`src/rtl/multicycle_control_if.sv`:
```
// multicycle_control_if: opcode/handshake inputs and datapath control outputs of the multi-cycle RV32I controller
interface multicycle_control_if;
  logic [6:0]  opcode;
  logic        mem_ready;
  logic        branch_taken;
  logic [2:0]  state;
  logic        mem_read;
  logic        mem_write;
  logic        i_or_d;
  logic        ir_write;
  logic        pc_write;
  logic [1:0]  pc_src;
  logic        alu_src;
  logic [1:0]  alu_op;
  logic        reg_write;
  logic [1:0]  wb_sel;
  logic        instr_done;
  logic        illegal;
  logic [31:0] instret;
  modport master (
    input  opcode, mem_ready, branch_taken,
    output state, mem_read, mem_write, i_or_d, ir_write, pc_write, pc_src,
           alu_src, alu_op, reg_write, wb_sel, instr_done, illegal, instret
  );
  modport slave (
    output opcode, mem_ready, branch_taken,
    input  state, mem_read, mem_write, i_or_d, ir_write, pc_write, pc_src,
           alu_src, alu_op, reg_write, wb_sel, instr_done, illegal, instret
  );
endinterface

```
`src/rtl/multicycle_control.sv`:
```
// multicycle_control: FETCH/DECODE/EXEC/MEM/WB sequencer with retire counter; CTRL_MEM_WAIT_EN enables mem_ready wait states
module multicycle_control (
  input logic                  clk,
  input logic                  reset,
  multicycle_control_if.master bus
);
  localparam logic [2:0] FETCH = 3'd0, DECODE = 3'd1, EXEC = 3'd2, MEM = 3'd3, WB = 3'd4, TRAP = 3'd7;
  logic [2:0]  state_q, state_d;
  logic [31:0] instret_q, instret_d;
  logic        illegal_q, illegal_d;
  logic        rdy, is_r, is_i, is_ld, is_st, is_br, is_jalr, is_jal, legal;
  assign is_r    = bus.opcode == 7'b0110011;
  assign is_i    = bus.opcode == 7'b0010011;
  assign is_ld   = bus.opcode == 7'b0000011;
  assign is_st   = bus.opcode == 7'b0100011;
  assign is_br   = bus.opcode == 7'b1100011;
  assign is_jalr = bus.opcode == 7'b1100111;
  assign is_jal  = bus.opcode == 7'b1101111;
  assign legal   = is_r | is_i | is_ld | is_st | is_br | is_jalr | is_jal;
`ifdef CTRL_MEM_WAIT_EN
  assign rdy = bus.mem_ready;
`else
  assign rdy = bus.mem_ready | 1'b1;
`endif
  assign bus.state   = state_q;
  assign bus.instret = instret_q;
  assign bus.illegal = illegal_q;
  assign instret_d   = instret_q + {31'b0, bus.instr_done};
  assign illegal_d   = illegal_q | (state_q == DECODE && !legal);
  // state, retire counter and sticky illegal flag
  always_ff @(posedge clk) begin
    state_q   <= reset ? FETCH : state_d;
    instret_q <= reset ? '0 : instret_d;
    illegal_q <= reset ? 1'b0 : illegal_d;
  end
  // next-state sequencing, memory states held until the access completes
  always_comb begin
    state_d = state_q;
    case (state_q)
      FETCH:   state_d = rdy ? DECODE : FETCH;
      DECODE:  state_d = legal ? EXEC : TRAP;
      EXEC:    state_d = (is_r | is_i) ? WB : (is_ld | is_st) ? MEM : FETCH;
      MEM:     state_d = !rdy ? MEM : is_ld ? WB : FETCH;
      WB:      state_d = FETCH;
      TRAP:    state_d = TRAP;
      default: state_d = FETCH;
    endcase
  end
  // datapath strobes per state; everything held low while reset is asserted
  always_comb begin
    bus.mem_read   = 1'b0;
    bus.mem_write  = 1'b0;
    bus.i_or_d     = 1'b0;
    bus.ir_write   = 1'b0;
    bus.pc_write   = 1'b0;
    bus.pc_src     = 2'd0;
    bus.alu_src    = 1'b0;
    bus.alu_op     = 2'b00;
    bus.reg_write  = 1'b0;
    bus.wb_sel     = 2'd0;
    bus.instr_done = 1'b0;
    if (!reset) begin
      case (state_q)
        FETCH: begin
          bus.mem_read = 1'b1;
          bus.ir_write = rdy;
        end
        EXEC: begin
          bus.alu_src    = is_i | is_ld | is_st | is_jalr;
          bus.alu_op     = is_r ? 2'b10 : is_i ? 2'b11 : is_br ? 2'b01 : 2'b00;
          bus.reg_write  = is_jal | is_jalr;
          bus.wb_sel     = (is_jal | is_jalr) ? 2'd2 : 2'd0;
          bus.pc_write   = is_br | is_jal | is_jalr;
          bus.pc_src     = is_jalr ? 2'd2 : (is_jal | (is_br & bus.branch_taken)) ? 2'd1 : 2'd0;
          bus.instr_done = is_br | is_jal | is_jalr;
        end
        MEM: begin
          bus.i_or_d     = 1'b1;
          bus.alu_src    = 1'b1;
          bus.mem_read   = !is_st;
          bus.mem_write  = is_st;
          bus.pc_write   = is_st & rdy;
          bus.instr_done = is_st & rdy;
        end
        WB: begin
          bus.reg_write  = 1'b1;
          bus.wb_sel     = is_ld ? 2'd1 : 2'd0;
          bus.pc_write   = 1'b1;
          bus.instr_done = 1'b1;
        end
        default: ;
      endcase
    end
  end
endmodule

```
`src/flat_wrapper.sv`:
```
// flat-port wrapper written by rule: the top's interface ports become plain ports
module multicycle_control_flat 
  (clk, reset, bus_opcode, bus_mem_ready, bus_branch_taken, bus_state, bus_mem_read, bus_mem_write, bus_i_or_d, bus_ir_write, bus_pc_write, bus_pc_src, bus_alu_src, bus_alu_op, bus_reg_write, bus_wb_sel, bus_instr_done, bus_illegal, bus_instret);
  multicycle_control_if bus_i ();
  input logic clk;
  input logic reset;
  input wire logic [$bits(bus_i.opcode)-1:0] bus_opcode;
  input wire logic [$bits(bus_i.mem_ready)-1:0] bus_mem_ready;
  input wire logic [$bits(bus_i.branch_taken)-1:0] bus_branch_taken;
  output wire logic [$bits(bus_i.state)-1:0] bus_state;
  output wire logic [$bits(bus_i.mem_read)-1:0] bus_mem_read;
  output wire logic [$bits(bus_i.mem_write)-1:0] bus_mem_write;
  output wire logic [$bits(bus_i.i_or_d)-1:0] bus_i_or_d;
  output wire logic [$bits(bus_i.ir_write)-1:0] bus_ir_write;
  output wire logic [$bits(bus_i.pc_write)-1:0] bus_pc_write;
  output wire logic [$bits(bus_i.pc_src)-1:0] bus_pc_src;
  output wire logic [$bits(bus_i.alu_src)-1:0] bus_alu_src;
  output wire logic [$bits(bus_i.alu_op)-1:0] bus_alu_op;
  output wire logic [$bits(bus_i.reg_write)-1:0] bus_reg_write;
  output wire logic [$bits(bus_i.wb_sel)-1:0] bus_wb_sel;
  output wire logic [$bits(bus_i.instr_done)-1:0] bus_instr_done;
  output wire logic [$bits(bus_i.illegal)-1:0] bus_illegal;
  output wire logic [$bits(bus_i.instret)-1:0] bus_instret;
  assign bus_i.opcode = bus_opcode;
  assign bus_i.mem_ready = bus_mem_ready;
  assign bus_i.branch_taken = bus_branch_taken;
  assign bus_state = bus_i.state;
  assign bus_mem_read = bus_i.mem_read;
  assign bus_mem_write = bus_i.mem_write;
  assign bus_i_or_d = bus_i.i_or_d;
  assign bus_ir_write = bus_i.ir_write;
  assign bus_pc_write = bus_i.pc_write;
  assign bus_pc_src = bus_i.pc_src;
  assign bus_alu_src = bus_i.alu_src;
  assign bus_alu_op = bus_i.alu_op;
  assign bus_reg_write = bus_i.reg_write;
  assign bus_wb_sel = bus_i.wb_sel;
  assign bus_instr_done = bus_i.instr_done;
  assign bus_illegal = bus_i.illegal;
  assign bus_instret = bus_i.instret;
  multicycle_control u_core (.clk(clk), .reset(reset), .bus(bus_i));
endmodule
```
`config.mk`:
```
export PLATFORM = sky130hd
export DESIGN_NAME = multicycle_control_flat
export DESIGN_NICKNAME = d
export VERILOG_FILES = /design/src/rtl/multicycle_control_if.sv /design/src/rtl/multicycle_control.sv /design/src/flat_wrapper.sv
export SDC_FILE = /design/constraint.sdc
export NUM_CORES = 1
export LEC_CHECK = 0
export CORE_ASPECT_RATIO = 0.5
export CORE_MARGIN = 2
export CORE_UTILIZATION = 50
export CTS_BUF_LIST = sky130_fd_sc_hd__clkbuf_16
export CTS_CLUSTER_SIZE = 12
export DETAILED_ROUTE_END_ITERATION = 8
export MAX_ROUTING_LAYER = met4
export PLACE_DENSITY = 0.93
export SLEW_MARGIN = 25
export SYNTH_ARGS = -nofsm -noshare
export SYNTH_HDL_FRONTEND = slang
export SYNTH_SLANG_ARGS = --single-unit
```
`constraint.sdc`:
```
create_clock -name clk -period 5.4 [get_ports clk]
set_input_delay 1.08 -clock clk [delete_from_list [all_inputs] [get_ports clk]]
set_output_delay 1.08 -clock clk [all_outputs]
set_load 0.03 [all_outputs]
```
## Word-level counts from Yosys, hierarchy flattened

Cells that the tools add are included.

| word-level totals | value |
|---|---|
| input port bits | 11 |
| latch bits | 0 |
| register bits after elaboration | 36 |
| bits in writable memories | 0 |
| memories | 0 |
| logic and storage cells | 68 |
| ROM bits | 0 |

| operators by class | value |
|---|---|
| bitwise operators | 16 |
| shifts and indexed selects | 0 |
| equal/unequal tests | 12 |
| divide/modulo/power cells | 0 |
| multiply operators | 0 |
| mux-type cells | 32 |
| $lt $le $gt $ge | 0 |
| reduce and logical (&&, ||, !) cells | 4 |
| add/subtract/negate cells | 1 |

Operators by type and width:

| operator | count |
|---|---|
| adder 32 x 1 -> 32 bit | 1 |
| equality test 7 bit (second input constant) | 3 |
| two-way mux 2 bit | 10 |
| OR 1 bit | 15 |
| case mux 3 bit (5 select lines) | 1 |
| equality test 7 x 6 -> 1 bit (second input constant) | 2 |
| two-way mux 1 bit | 13 |
| two-way mux 3 bit | 3 |
| equality test 7 x 2 -> 1 bit (second input constant) | 1 |
| equality test 7 x 5 -> 1 bit (second input constant) | 1 |
| equality test 3 x 2 -> 1 bit (second input constant) | 2 |
| equality test 3 bit (second input constant) | 2 |
| case mux 1 bit (2 select lines) | 3 |
| case mux 2 bit (2 select lines) | 1 |
| equality test 3 x 1 -> 1 bit (second input constant) | 1 |
| zero test 3 bit | 1 |
| case mux 1 bit (3 select lines) | 1 |
| zero test 1 bit | 2 |
| AND 1 bit | 1 |
| logical AND 1 bit | 1 |

## Depth between registers and ports, before layout

| depth | value |
|---|---|
| word-level depth | 10 |
| depth in mapped cells | 11 |
| depth with buffers taken out | 9 |

## Worst setup path after synthesis

No wires, ideal clock.

| path | value |
|---|---|
| kind | input to register |
| start point | input port bus_opcode[4] |
| end point | register u_core.instret_q[31] (netlist: u_core.bus.instret[31]) |
| data required time | 5.330 ns |
| setup time | 0.070 ns |
| slack | 1.393 ns |
| data arrival time | 3.937 ns |
| cell stages on the path | 11 |
| path buffers | 2 |
| path through | and3b_1 > clkbuf_1 > and3_1 > a21boi_0 > o22ai_1 > ha_1 > nand4_1 > or3_1 > clkbuf_1 > or4_1 > a21oi_1 |

| on the way | value |
|---|---|
| longest elaborated chain between the ends | 6 |
| elaborated cells between the ends (all ways) | 9 |
| those cells by class | add/sub: 1; eq/ne: 4; mux: 2; bitwise: 2 |

Ends and longest elaborated chain:

| element | RTL line | RTL |
|---|---|---|
| start, declared | flat_wrapper.sv:7 | `input wire logic [$bits(bus_i.opcode)-1:0] bus_opcode;` |
| equality test 7 bit, on equally long branches | multicycle_control.sv:16, multicycle_control.sv:18 |  |
| OR 1 bit (2 in a row) | multicycle_control.sv:75 | `bus.instr_done = is_br \| is_jal \| is_jalr;` |
| case mux 1 bit (3 select lines) * | multicycle_control.sv:63 | `case (state_q)` |
| two-way mux 1 bit * | multicycle_control.sv:62 | `if (!reset) begin` |
| named net bus_instr_done | flat_wrapper.sv:21 | `output wire logic [$bits(bus_i.instr_done)-1:0] bus_instr_done;` |
| adder 32 x 1 -> 32 bit * | multicycle_control.sv:28 | `assign instret_d = instret_q + {31'b0, bus.instr_done};` |
| end signal, assigned | multicycle_control.sv:33 | `instret_q <= reset ? '0 : instret_d;` |
| end, declared | multicycle_control.sv:9 | `logic [31:0] instret_q, instret_d;` |

Mark *: on every way through the listed nets, which the timed path passes. The rest lies on a longest branch.
A chain may end at the register's enable or synchronous reset.

## Final worst setup path

| path | value |
|---|---|
| start point | input port bus_opcode[4] |
| end point | output port bus_instr_done |

| on the way | value |
|---|---|
| longest elaborated chain between the ends | 5 |
| elaborated cells between the ends (all ways) | 8 |
| those cells by class | eq/ne: 4; mux: 2; bitwise: 2 |

Ends and longest elaborated chain:

| element | RTL line |
|---|---|
| equality test 7 bit, on equally long branches | multicycle_control.sv:16, multicycle_control.sv:18 |
| OR 1 bit (2 in a row) | multicycle_control.sv:75 |
| case mux 1 bit (3 select lines) * | multicycle_control.sv:63 |
| two-way mux 1 bit * | multicycle_control.sv:62 |
| end, declared | flat_wrapper.sv:21 |

Every way passes the cells marked *; elsewhere a longest branch is shown, timed or not.

==> qor.yml <==
switching_share_pct: 31.1
worstPathRequired_ns: 4.32
diodes: 0
cts_buffer_depth: 2
start_util_pct: 54.3
drtAntennaViolNets: 0
ctsHoldBuffers: 0
yosys_warnings: 0
postLayoutCellArea_um2: 2690
fin_crit_ns: 4.43
peakVddDrop_mv: 0.280
fin_util_pct: 75.1
area_growth_syn_to_layout_pct: 38.3
postSynthAreaPerCell_um2: 8.18
drv_slew: 0
drcViolationCount: 0
finalWeightedCongestion: 0.915
clock-sinks: 36
place_hpwl_mm: 3.52
postSynthNetCount: 251
die_w_um: 92.2
antenna_found_initial: 0
dr.pass1.iters: 4
ys_seq_elements: 36
critPathMaxFanout: 7
wl_mm: 5.16
power_leakage_nw: 0.849
ctsRootBufferMaster: "clkbuf_16"
syn_inst: 238
grt_pass1_wl_mm: 8.07
final_layout_size_suffix_gt1_share_pct: 6.46
status: "finished, final reports clean"
cts_tree: "built"
fin_skew_ns: 0.00601
fmax_ghz: 0.226
yosys.area.top_type: "dfxtp_1"
critPathCaptureType: "primary output"
slew_headroom_pct: 73.5
worstHoldPathType: "flop to flop"
layout.nets: 306
grt_max_degree: 34
seq_area_frac_synth_pct: 37.0
port_buffers: 59
pwr-share-comb_pct: 25.6
grt-ovfl-total: 0
timing.final.crit_share_pct: 81.9
syn_area_um2: 1950
design.die.area_um2: 4440
wl_per_cell_um: 14.9
cts_setup_buffers: 0
maxCapViolCount: 0
grt_setup_unrepaired: "false"
ios: 61
drt_iter0_drc: 76
synth_cell_types: 39
power_mw: 0.780
critPathKind: "primary input to primary output"
worst_pin_slew_ns: 0.398
grt_pass1_vias: 1808
clkTransAtPathRegs_ns: 0.05
dieHeight_um: 48.1
start_kind: "primary input"
postPlaceCellArea_um2: 2550
power.internal_mw: 0.538
synthTopCellsByArea: "dfxtp_1 (37%), a21oi_1 (6.2%), or4_1 (6.2%)"
gr-usage-all-layers_pct: 24.3
power.density_nw_per_um2: 290
setup_tns_ns: 0
cp_data_arrival_time_ns: 3.35
htree_levels: 2
netlist.area_leader.share_pct: 37.0
viasPerCell: 5.86
pwr-share-seq_pct: 39.5
core_um2: 3580
num_vias: 2021
post_cts_resized: 0
switchingPower_mw: 0.242
p_clk_share_pct: 34.9
clk_latency_ns: 0.28
std_cell_rows: 15
hold_violations: 0
cts-buffers-inserted: 5
report.final.setup_viol: 0
kinds of logic after synthesis:
group	Yosys count	synth area share, %
buffers and inverters	20	4.82
adder cells (fa/ha/maj)	2	1.29
AO/OA/AOI/OAI	50	15.9
XOR/XNOR	13	5.85
flip-flops	36	37.0
AND/OR/NAND/NOR	116	34.5
multiplexers	1	0.578
area by class of cell:
class	instances	area [um^2]
Timing Repair Buffer	62	613
Sequential cell	36	721
Multi-Input combinational cell	182	1130
Tap cell	51	63.8
Clock buffer	5	125
Fill cell	249	892
Clock inverter	3	15.0
Inverter	6	22.5
worst max-delay path, cell delays in order:
cell and delay [ns]:
clkdlybuf4s50_1 0.49, and3b_1 0.37, and3_1 0.23, a21boi_0 0.09
o22ai_1 0.34, clkdlybuf4s50_1 0.75
worst paths after layout:
check	startpoint	to	slack, ns	depth (start not counted)
max	bus_opcode[4]	bus_instr_done	0.97	6
min	u_core.bus.illegal	u_core.bus.illegal	0.46	2
max reg2reg	u_core.bus.state[2]	u_core.bus.instret[31]	2.40	10
min reg2reg	u_core.bus.illegal	u_core.bus.illegal	0.46	2
layout by cell type (no fill, tap or decap), types with 2 or more instances in the layout:
cell / count
nor2_1: 20
inv_1: 7
or3_1: 5
and2_1: 2
a21boi_0: 2
xor2_1: 5
nor3_1: 6
o31ai_1: 13
buf_4: 3
nand2b_1: 5
nand3_1: 11
clkdlybuf4s50_1: 59
or2_2: 4
or4_1: 16
nor4_1: 5
clkbuf_16: 5
ha_1: 2
and3_1: 4
and4_1: 3
nor2b_1: 2
nand3b_1: 2
xnor2_1: 8
nand2_1: 16
o21ai_0: 4
o31a_1: 2
nand4_1: 10
dfxtp_1: 36
a21oi_1: 24
flip-flops by register name, indices dropped and copies added, names as in the netlist:
| name | count |
|---|---|
| u_core.bus.illegal | 1 |
| u_core.bus.instret | 32 |
| u_core.bus.state | 3 |
power groups by stage:
| stage | Sequential [mW] | Combinational (mW) | Clock, mW |
|---|---|---|---|
| final | 0.308 | 0.200 | 0.272 |
| after global routing | 0.311 | 0.213 | 0.289 |
| after CTS | 0.308 | 0.200 | 0.275 |
| after detailed placement | 0.313 | 0.199 | 0 |
| after global placement | 0.312 | 0.196 | 0 |
| after floorplan | 0.331 | 0.106 | 0 |
stage by stage:
stage | setup WS [ns] | hold WS, ns | cells
after CTS | 0.981 | 0.459 | 345
final | 0.975 | 0.455 | 345
after floorplan | 1.39 | 0.570 | 238
after global routing | 0.847 | 0.477 | 345
after detailed placement | 0.982 | 0.450 | 337
after global placement | 1.04 | 0.454 | 337
synth_stat cells:
master	n
ha_1	2
nor4_1	5
clkbuf_1	11
mux2_2	1
xnor2_1	8
and2_1	2
a21bo_2	1
and3_1	4
or4_1	16
o21a_1	1
o31ai_1	13
o21ai_0	4
and3b_1	1
inv_1	6
a31o_2	1
o22ai_1	1
nor2b_1	2
a211oi_1	1
nor2_1	20
or4_4	1
o31a_1	2
or2_2	4
buf_4	1
nand2b_1	5
buf_6	2
or3_1	5
nor3_1	6
nand3_1	11
nand2_1	16
nand3_2	1
and4_1	3
xor2_1	5
a21oi_1	24
nand4_1	10
nand3b_1	2
nor3b_1	1
dfxtp_1	36
a21boi_0	2
nand4_4	1
metal layers:
| layer | vias to the layer above | part of all wire [%] | global-route usage, % |
|---|---|---|---|
| met1 | 955 | 44 | 26.9 |
| li1 | 995 | - | - |
| met3 | 6 | 6.2 | 6.96 |
| met2 | 65 | 49 | 44.9 |
| met4 | 0 | 0.93 | 8.36 |
| met5 | - | 0 | - |
Note: power is estimated with default switching activity, not from simulation.
